==> config.mk <==
export PLATFORM = sky130hd
export DESIGN_NAME = load_store_unit
export DESIGN_NICKNAME = d
export VERILOG_FILES = /design/src/rtl/load_store_unit_pkg.sv /design/src/rtl/load_store_unit_lane.sv /design/src/rtl/load_store_unit.sv
export SDC_FILE = /design/constraint.sdc
export NUM_CORES = 1
export LEC_CHECK = 0
export ABC_AREA = 1
export CAP_MARGIN = 20
export CORE_MARGIN = 1
export CORE_UTILIZATION = 25
export CTS_CLUSTER_SIZE = 40
export DETAILED_ROUTE_END_ITERATION = 8
export PLACE_DENSITY = 0.45
export SYNTH_ARGS = -nofsm -noshare
export SYNTH_HDL_FRONTEND = slang
export SYNTH_HIERARCHICAL = 1
export SYNTH_SLANG_ARGS = --single-unit
==> constraint.sdc <==
create_clock -name clock -period 3.16 [get_ports clock]
set_input_delay 0.632 -clock clock [delete_from_list [all_inputs] [get_ports clock]]
set_output_delay 0.632 -clock clock [all_outputs]
set_load 0.03 [all_outputs]
==> src/rtl/load_store_unit_pkg.sv <==
// Shared definitions for the load/store unit: opcodes, FSM states,
// lane offsets and small decode helpers.
package load_store_unit_pkg;

  typedef enum logic [2:0] {
    OP_LW  = 3'b000,
    OP_LH  = 3'b001,
    OP_LHU = 3'b010,
    OP_LB  = 3'b011,
    OP_LBU = 3'b100,
    OP_SW  = 3'b101,
    OP_SH  = 3'b110,
    OP_SB  = 3'b111
  } lsu_op_e;

  typedef enum logic [1:0] {
    IDLE = 2'd0,
    RD   = 2'd1,
    CAP  = 2'd2,
    WR   = 2'd3
  } lsu_state_e;

  // Big-endian lanes: byte offset 0 is the most significant byte.
  localparam logic [1:0] LANE_BYTE0   = 2'd0;
  localparam logic [1:0] LANE_BYTE1   = 2'd1;
  localparam logic [1:0] LANE_BYTE2   = 2'd2;
  localparam logic [1:0] LANE_BYTE3   = 2'd3;
  localparam logic [1:0] LANE_HALF_HI = 2'd0;
  localparam logic [1:0] LANE_HALF_LO = 2'd2;

  function automatic logic isMisaligned(input lsu_op_e op, input logic [1:0] offset);
    case (op)
      OP_LW, OP_SW:        return offset != 2'b00;
      OP_LH, OP_LHU, OP_SH: return offset[0];
      default:             return 1'b0;
    endcase
  endfunction

  function automatic logic isLoad(input lsu_op_e op);
    case (op)
      OP_LW, OP_LH, OP_LHU, OP_LB, OP_LBU: return 1'b1;
      default:                             return 1'b0;
    endcase
  endfunction

endpackage

==> src/rtl/load_store_unit_lane.sv <==
// Lane steering for the load/store unit: picks the addressed byte/half
// out of a memory word for loads and merges store data into a word for
// read-modify-write stores.
module lsu_lane
  import load_store_unit_pkg::*;
(
  input  lsu_op_e     op_i,
  input  logic [1:0]  offset_i,
  input  logic [31:0] word_i,
  input  logic [15:0] wdata_i,
  output logic [31:0] load_o,
  output logic [31:0] merge_o
);

  logic [7:0]  laneByte;
  logic [15:0] laneHalf;

  // Select the addressed byte and half from the memory word.
  always_comb begin
    laneByte = word_i[31:24];
    case (offset_i)
      LANE_BYTE1: laneByte = word_i[23:16];
      LANE_BYTE2: laneByte = word_i[15:8];
      LANE_BYTE3: laneByte = word_i[7:0];
      default:    laneByte = word_i[31:24];
    endcase
    laneHalf = (offset_i == LANE_HALF_LO) ? word_i[15:0] : word_i[31:16];
  end

  // Sign- or zero-extend the selected lane into the load result.
  always_comb begin
    load_o = word_i;
    case (op_i)
      OP_LH:   load_o = {{16{laneHalf[15]}}, laneHalf};
      OP_LHU:  load_o = {16'h0000, laneHalf};
      OP_LB:   load_o = {{24{laneByte[7]}}, laneByte};
      OP_LBU:  load_o = {24'h000000, laneByte};
      default: load_o = word_i;
    endcase
  end

  // Replace the addressed lane of the old word with the store data.
  always_comb begin
    merge_o = word_i;
    case (op_i)
      OP_SH: begin
        if (offset_i == LANE_HALF_LO) merge_o[15:0] = wdata_i;
        else merge_o[31:16] = wdata_i;
      end
      OP_SB: begin
        case (offset_i)
          LANE_BYTE0: merge_o[31:24] = wdata_i[7:0];
          LANE_BYTE1: merge_o[23:16] = wdata_i[7:0];
          LANE_BYTE2: merge_o[15:8]  = wdata_i[7:0];
          default:    merge_o[7:0]   = wdata_i[7:0];
        endcase
      end
      default: merge_o = word_i;
    endcase
  end

endmodule

==> src/rtl/load_store_unit.sv <==
// Load/store unit between a CPU and a word-wide big-endian data memory.
// Word stores go straight to memory; sub-word stores read, merge and
// write back. All outputs except ready come from registers.
module load_store_unit
  import load_store_unit_pkg::*;
#(
  parameter int ADDR_W = 8
) (
  input  logic              clock,
  input  logic              reset,
  input  logic              req,
  input  logic [2:0]        op,
  input  logic [ADDR_W-1:0] addr,
  input  logic [31:0]       wdata,
  output logic              ready,
  output logic              done,
  output logic              err,
  output logic [31:0]       rdata,
  output logic [ADDR_W-1:0] mem_addr,
  output logic [31:0]       mem_wdata,
  output logic              mem_write,
  output logic              mem_read,
  input  logic [31:0]       mem_rdata
);

  lsu_state_e        state_q;
  lsu_op_e           op_q;
  logic [1:0]        offset_q;
  logic [15:0]       wdata_q;
  logic              done_q;
  logic              err_q;
  logic [31:0]       rdata_q;
  logic [ADDR_W-1:0] mem_addr_q;
  logic [31:0]       mem_wdata_q;
  logic              mem_write_q;
  logic              mem_read_q;

  lsu_op_e     reqOp;
  logic [31:0] laneLoad;
  logic [31:0] laneMerge;

  assign reqOp = lsu_op_e'(op);

  lsu_lane u_lane (
    .op_i     (op_q),
    .offset_i (offset_q),
    .word_i   (mem_rdata),
    .wdata_i  (wdata_q),
    .load_o   (laneLoad),
    .merge_o  (laneMerge)
  );

  // Access sequencer: accept in IDLE, read in RD, extract or merge in CAP,
  // write in WR; done is a one-cycle pulse landing back in IDLE.
  always_ff @(posedge clock) begin
    if (reset) begin
      state_q     <= IDLE;
      op_q        <= OP_LW;
      offset_q    <= 2'b00;
      wdata_q     <= 16'h0000;
      done_q      <= 1'b0;
      err_q       <= 1'b0;
      rdata_q     <= 32'h0000_0000;
      mem_addr_q  <= '0;
      mem_wdata_q <= 32'h0000_0000;
      mem_write_q <= 1'b0;
      mem_read_q  <= 1'b0;
    end else begin
      done_q      <= 1'b0;
      err_q       <= 1'b0;
      mem_write_q <= 1'b0;
      mem_read_q  <= 1'b0;
      case (state_q)
        IDLE: begin
          if (req) begin
            op_q     <= reqOp;
            offset_q <= addr[1:0];
            wdata_q  <= wdata[15:0];
            if (isMisaligned(reqOp, addr[1:0])) begin
              done_q <= 1'b1;
              err_q  <= 1'b1;
            end else begin
              mem_addr_q <= {addr[ADDR_W-1:2], 2'b00};
              if (reqOp == OP_SW) begin
                mem_wdata_q <= wdata;
                mem_write_q <= 1'b1;
                state_q     <= WR;
              end else begin
                mem_read_q <= 1'b1;
                state_q    <= RD;
              end
            end
          end
        end
        RD: begin
          state_q <= CAP;
        end
        CAP: begin
          if (isLoad(op_q)) begin
            rdata_q <= laneLoad;
            done_q  <= 1'b1;
            state_q <= IDLE;
          end else begin
            mem_wdata_q <= laneMerge;
            mem_write_q <= 1'b1;
            state_q     <= WR;
          end
        end
        WR: begin
          done_q  <= 1'b1;
          state_q <= IDLE;
        end
        default: state_q <= IDLE;
      endcase
    end
  end

  assign ready     = (state_q == IDLE);
  assign done      = done_q;
  assign err       = err_q;
  assign rdata     = rdata_q;
  assign mem_addr  = mem_addr_q;
  assign mem_wdata = mem_wdata_q;
  assign mem_write = mem_write_q;
  assign mem_read  = mem_read_q;

endmodule
== After elaboration in Yosys (flattened, before gate mapping) ==
Index checks and enable logic that the tools add are counted.
Word-level totals
  word-level logic and storage cells: 88
  input port bits: 78
  register bits after elaboration: 97
Cells by class
  reduce and logical (&&, ||, !) cells: 17
  bitwise operators: 3
  equal/unequal tests: 20
  mux-type cells: 37
Operator list (number)
  $mux W32: 4
  $pmux W32 S2: 2
  $pmux W32 S4: 1
  $mux W16: 3
  $mux W8: 4
  $pmux W8 S3: 1
  $eq A3 B3 Y1 const B: 5
  $mux W1: 14
  $eq A3 B2 Y1 const B: 3
  $eq A2 B2 Y1 const B: 4
  $mux W2: 4
  $pmux W2 S4: 1
  $eq A3 B1 Y1 const B: 2
  $logic_not A3 Y1: 2
  $ne A2 B2 Y1 const B: 3
  $reduce_and A2 Y1: 3
  $reduce_or A3 Y1: 2
  $reduce_and A5 Y1: 1
  $reduce_or A5 Y1: 1
  $eq A2 B1 Y1 const B: 2
  $logic_not A2 Y1: 2
  $pmux W1 S2: 2
  $reduce_bool A2 Y1: 2
  $reduce_or A2 Y1: 2
  5 further kinds: 7

== Depth between registers and ports, before layout ==
Gate-level depths: netlist of run 1.
  depth after elaboration: 9
  gate-level depth with buffers: 12

== By module ==
Netlist of run 1, hierarchy kept.
By module, submodules not included
  load_store_unit: area each 4101.4 sq um, cells each 595, sequential area each 1941.9 sq um, times used 1
  lsu_lane: area each 2097.0 sq um, cells each 436, sequential area each 0.0 sq um, times used 1

== Worst setup path after synthesis of run 1 ==
Ideal clock, no wire load.
  kind: reg-to-reg
  start: reg state_q[0]
  end: reg mem_wdata_q[16], in the netlist mem_wdata[16]
  setup slack: 1426 ps
  setup time: 115 ps
  stages on the path, launching flop included: 7
  data arrival time: 1619 ps
  clock period less this slack: 1734 ps
  cells stage by stage: dfxtp_1 -> nor2_1 -> nand3_1 -> buf_2 -> buf_1 -> a21oi_1 -> nor2_1
On the way
  longest elaborated chain between the ends: 3
RTL lines
  start: declaration: line load_store_unit.sv:26  | lsu_state_e state_q;
  start signal: assignment: line load_store_unit.sv:57  | state_q <= IDLE;
  start signal: assignment: line load_store_unit.sv:87  | state_q <= WR;
  start signal: assignment: line load_store_unit.sv:90  | state_q <= RD;
  $logic_not A2 Y1 *
  named net ready: line load_store_unit.sv:15  | output logic ready,
  $ne A2 B1 Y1 (no source line), or another cell as far along
  $reduce_and A5 Y1 (no source line)
  end signal: assignment: line load_store_unit.sv:85  | mem_wdata_q <= wdata;
  end signal: assignment: line load_store_unit.sv:104  | mem_wdata_q <= laneMerge;
  end: declaration: line load_store_unit.sv:34  | logic [31:0] mem_wdata_q;
Mark *: on every way through the listed nets, which the timed path passes. The rest lies on a longest branch.
A chain may end at the register's enable or synchronous reset.

== Worst setup path after layout of run 1 ==
  start: reg state_q[0]
  end: out ready
On the way
  longest elaborated chain between the ends: 1
RTL lines
  $logic_not A2 Y1: line load_store_unit.sv:118  | assign ready = (state_q == IDLE);
  end: declaration: line load_store_unit.sv:15
Every way passes these cells.

==> out/qor.yml, run 1 <==
core_area_sq_mm: 0.02432
finalSetupViolCount: 0
yosysTopAreaCellShare_pct: 31.33
clkPwrFrac_pct: 29.0
hpwl_um: 17880
max_freq_ghz: 0.4103
wl_um: 24460
final_common_cell: "nand2_1"
post-route-util_pct: 33.85
ir_drop_mv: 0.1844
slew_violations: 0
final_cell_mix: "nand2_1 (294), nor2_1 (192), clkdlybuf4s50_1 (152)"
initial_core_util_pct: 25.49
hold_buffers: 0
synth_top_cell_by_area: "dfxtp_1"
grt_pass1_wl_um: 38090
vias: 7030
syn_area_sq_mm: 0.006198
clkTransAtPathRegs_ps: 80
cts_buffer_depth: 2
p_switching_w: 0.001458
nFillCells: 2730
yosysWarningCount: 6
viasPerCell: 4.782
tightest_slew_ps: 678.2
grt_setup_unrepaired: "no"
slowest_stage: "clkdlybuf4s50_1"
overflow: 0
cp-start-kind: "flop"
cts-root-buf: "clkbuf_16"
antenna-diode-count: 0
final_nets: 1219
synthCells: 1031
multiInputGateArea_sq_mm: 0.003697
area_growth_pct: 32.80
path_cells: "nor2_1 -> clkdlybuf4s50_1"
cts_setup_buffers: 0
grt_pass1_vias: 6583
fin_skew_ps: 13.60
htree_levels: 3
gp_congestion: 0.8263
antenna_found_initial: 0
crit_path_end_kind: "output port"
wire_per_inst_um: 16.64
clock_latency_ps: 370
portBuffers: 152
drtAntennaViolNets: 0
critical-path-max-stage-delay_ps: 750
maxCapViolations: 0
path_delay_family: "buffers and inverters"
grt_max_degree: 66
layout-drive-gt1-share_pct: 4.887
place_area_sq_mm: 0.007949
power_w: 0.003791
syn_area_per_cell_sq_um: 6.012
cts_tree: "built"
ys_types: 28
cts_sinks: 97
status: "finished clean"
seq_area_sq_mm: 0.001942
power.internal_w: 0.002333
cp_data_required_time_ps: 2530
post-route-cell-area_sq_mm: 0.008232
dr.pass1.iters: 4
min_path_type: "reg -> reg"
p_sw_share_pct: 38.46
cts_resized: 0
period_share_pct: 77.12
tns_ps: 0
groute.usage.overall_pct: 19.27
synth_area_leaders: "dfxtp_1 (31%), nand2_1 (18%), nor2_1 (12%)"
yosysSeqAreaShare_pct: 31.33
hold_violations: 0
dieArea_sq_mm: 0.02543
leakagePower_nw: 3.708
seq_power_share_pct: 37.1
worst-setup-path-type: "reg -> out"
die_h_um: 159.5
fp.dieW_um: 159.5
numCtsBuffers: 9
crit_buf_inv: 1
fin_crit_ps: 2437
critPathMaxFanout: 5
cp.arrival_ps: 1810
drc: 0
rows: 57
ios: 155
power_frac_comb_pct: 33.8
relSlewSlack_pct: 54.78
drt-initial-drc-count: 574
synth-seq-cells: 97
power_density_mw_per_mm2: 460.6
registers in the layout (all words and copies together) (netlist names):
name,flops
mem_wdata,32
mem_addr,6
mem_write,1
wdata_q,16
op_q,3
mem_read,1
offset_q,2
err,1
done,1
rdata,32
state_q,2
synth_stat cells (all sizes together):
master / n
a21oi: 38
nor3: 10
conb: 1
inv: 54
nand3: 115
dfxtp: 97
o211ai: 46
nand4: 1
buf: 46
clkbuf: 27
or2: 2
nor2: 199
o21ai: 66
nand3b: 32
nand2: 297
power groups by stage:
| stage | combinational, W | sequential (W) | clock [W] |
|---|---|---|---|
| floorplan | 0.000709 | 0.00153 | 0 |
| global placement | 0.00129 | 0.00144 | 0 |
| detailed placement | 0.00128 | 0.00144 | 0 |
| CTS | 0.00129 | 0.00141 | 0.00114 |
| global route | 0.00142 | 0.00142 | 0.00118 |
| finish | 0.00128 | 0.00141 | 0.00110 |
worst register-to-register path, stage by stage, from the launching register on:
cell,delay [ps]
dfxtp_1,560
nand2_2,260
nor2_4,310
nand2_1,340
nor2_1,180
nor3_1,70
nand2_1,70
nand2_1,120
a21oi_1,150
nor2_1,60
per-layer routing:
layer	share of wire, %	global-route usage [%]
met1	45	25.12
met2	49	32.24
met3	4.2	2.657
met4	2.0	7.080
met5	0	0
cells by family (layout without fill, tap and decap cells):
kind of cell	after synthesis	after routing	synth area share, %
and+or+nand+nor	656	656	45.42
AOI/OAI and AO/OA	150	150	14.03
other	1	2	0.06050
buffers and inverters	127	241	9.164
DFF	97	97	31.33
final cells by class:
type                    instances  area share [%]
flip-flops and latches         97           23.59
repair buffers                171           20.67
clock inverters                 6          0.6536
inverters                      54           2.462
clock buffers                  10           2.782
multi-input cells             808           44.92
well taps                     324           4.925
path summary, 6_finish.rpt:
path / startpoint / endpoint / slack, ps / cells past startpoint
min: rdata[1]$_SDFFE_PP0P_ / rdata[1]$_SDFFE_PP0P_ / 480 / 2
min reg2reg: rdata[1]$_SDFFE_PP0P_ / rdata[1]$_SDFFE_PP0P_ / 480 / 2
max reg2reg: offset_q[1]$_SDFFE_PP0P_ / mem_wdata[15]$_SDFFE_PP0P_ / 960 / 9
max: state_q[0]$_SDFFE_PP0P_ / ready / 720 / 2
per-stage QoR:
step / setup slack, ps / cells / hold WS (ps)
global placement: 730.2 / 1454 / 467.3
detailed placement: 709.3 / 1454 / 470.3
global route: 661.5 / 1470 / 517.2
finish: 722.9 / 1470 / 483.6
floorplan: 1426 / 1032 / 456.3
CTS: 713.7 / 1470 / 488.0
Note: power is estimated with default switching activity, not from simulation.
==> run 2: changes to the inputs <==
--- a/config.mk
+++ b/config.mk
@@ -11,7 +11,7 @@
 export CORE_UTILIZATION = 25
 export CTS_CLUSTER_SIZE = 40
 export DETAILED_ROUTE_END_ITERATION = 8
-export PLACE_DENSITY = 0.45
+export PLACE_DENSITY = 0.47
 export SYNTH_ARGS = -nofsm -noshare
 export SYNTH_HDL_FRONTEND = slang
 export SYNTH_HIERARCHICAL = 1
==> constraint.sdc (replaced) <==
create_clock -name clock -period 2.2 [get_ports clock]
set_input_delay 0.44 -clock clock [delete_from_list [all_inputs] [get_ports clock]]
set_output_delay 0.44 -clock clock [all_outputs]
set_load 0.03 [all_outputs]
==> out/qor.yml, run 2 (synthesis gave the netlist of run 1 again) <==
grt_pass1_vias: 6801
slowest_stage: "clkdlybuf4s50_1"
maxCapViolations: 0
post-place-ws_ps: 142.8
path_delay_family: "buffers and inverters"
cp_data_required_time_ps: 1760
clkTransAtPathRegs_ps: 70
fin_crit_ps: 2041
antenna_found_initial: 0
viasPerCell: 4.730
leakagePower_nw: 3.862
tns_ps: 0
hold_buffers: 0
cp-start-kind: "flop"
grt_max_degree: 66
final_common_cell: "nand2_1"
critical-path-max-stage-delay_ps: 700
nFillCells: 2693
ios: 155
fin_skew_ps: 6.914
numCtsBuffers: 9
slew_violations: 0
critPathMaxFanout: 5
drtAntennaViolNets: 0
core_area_sq_mm: 0.02432
drc: 0
finalSetupViolCount: 0
final_cell_mix: "nand2_1 (294), nor2_1 (192), clkdlybuf4s50_1 (152)"
crit_path_end_kind: "output port"
drt-initial-drc-count: 517
path_cells: "nor2_1 -> clkdlybuf4s50_1"
holdWs_ps: 485.9
power_w: 0.005617
antenna-diode-count: 0
min_path_type: "reg -> reg"
hold_violations: 0
wire_per_inst_um: 15.73
initial_core_util_pct: 25.49
groute.usage.overall_pct: 18.60
crit_buf_inv: 1
period_share_pct: 92.77
cts-root-buf: "clkbuf_16"
cp.arrival_ps: 1600
layout.cells.non_filler: 1491
fp.dieW_um: 159.5
gp_congestion: 0.8378
status: "finished clean"
worst-setup-path-type: "reg -> out"
die_h_um: 159.5
vias: 7052
cts_setup_buffers: 0
power_density_mw_per_mm2: 658.4
cts_tree: "built"
final_nets: 1241
fin_ws_ps: 159.0
wl_um: 23450
cts_buffer_depth: 2
cts_sinks: 97
layout-drive-gt1-share_pct: 6.684
rows: 57
hpwl_um: 17970
clock_latency_ps: 360
portBuffers: 152
ir_drop_mv: 0.2884
grt_setup_unrepaired: "no"
dr.pass1.iters: 5
max_freq_ghz: 0.4900
grt_pass1_wl_um: 37370
dp.cells: 1476
overflow: 0
dieArea_sq_mm: 0.02543
htree_levels: 3
area_growth_pct: 37.63
cts_resized: 0
[run 2: metrics by stage]
stage / area (sq um) / utilization (%)
detailed placement: 8227 / 33.83
floorplan: 6202 / -
CTS: 8531 / 35.08
global placement: 8227 / 33.83
finish: 8531 / 35.08
global route: 8531 / 35.08
[run 2: where the power goes]
group | internal, W | switching [W] | leakage (nW)
Combinational | 0.000748 | 0.00118 | 2.93
Sequential | 0.00190 | 0.000119 | 0.791
Clock | 0.000893 | 0.000782 | 0.141
Total | 0.00354 | 0.00208 | 3.86
[run 2: tightest hold or removal path, cell delays in order (launching register included)]
cell	delay, ps
dfxtp_1	330
nor2_1	50
nor2_1	80
[run 2: layout make-up]
class                   instances  area (sq um)  area share (%)
flip-flops and latches         97          1942           22.76
inverters                      54         202.7           2.376
well taps                     324         405.4           4.752
repair buffers                193          1979           23.20
clock inverters                 6         78.83          0.9240
clock buffers                   9         225.2           2.640
multi-input cells             808          3697           43.34
[run 2: final timing paths]
path / from / end / slack, ps / depth (start not counted)
min: rdata[29]$_SDFFE_PP0P_ / rdata[29]$_SDFFE_PP0P_ / 490 / 2
max: state_q[0]$_SDFFE_PP0P_ / ready / 160 / 2
max reg2reg: op_q[1]$_SDFFE_PP0P_ / mem_wdata[7]$_SDFFE_PP0P_ / 290 / 10
min reg2reg: rdata[29]$_SDFFE_PP0P_ / rdata[29]$_SDFFE_PP0P_ / 490 / 2
[run 2: routing by layer]
| layer | global-route usage (%) | vias up | wire, um |
|---|---|---|---|
| met1 | 24.08 | 3274 | 10770 |
| li1 | - | 3613 | - |
| met3 | 3.386 | 20 | 929 |
| met4 | 4.108 | 0 | 299 |
| met5 | 0 | - | 0 |
| met2 | 31.92 | 145 | 11450 |
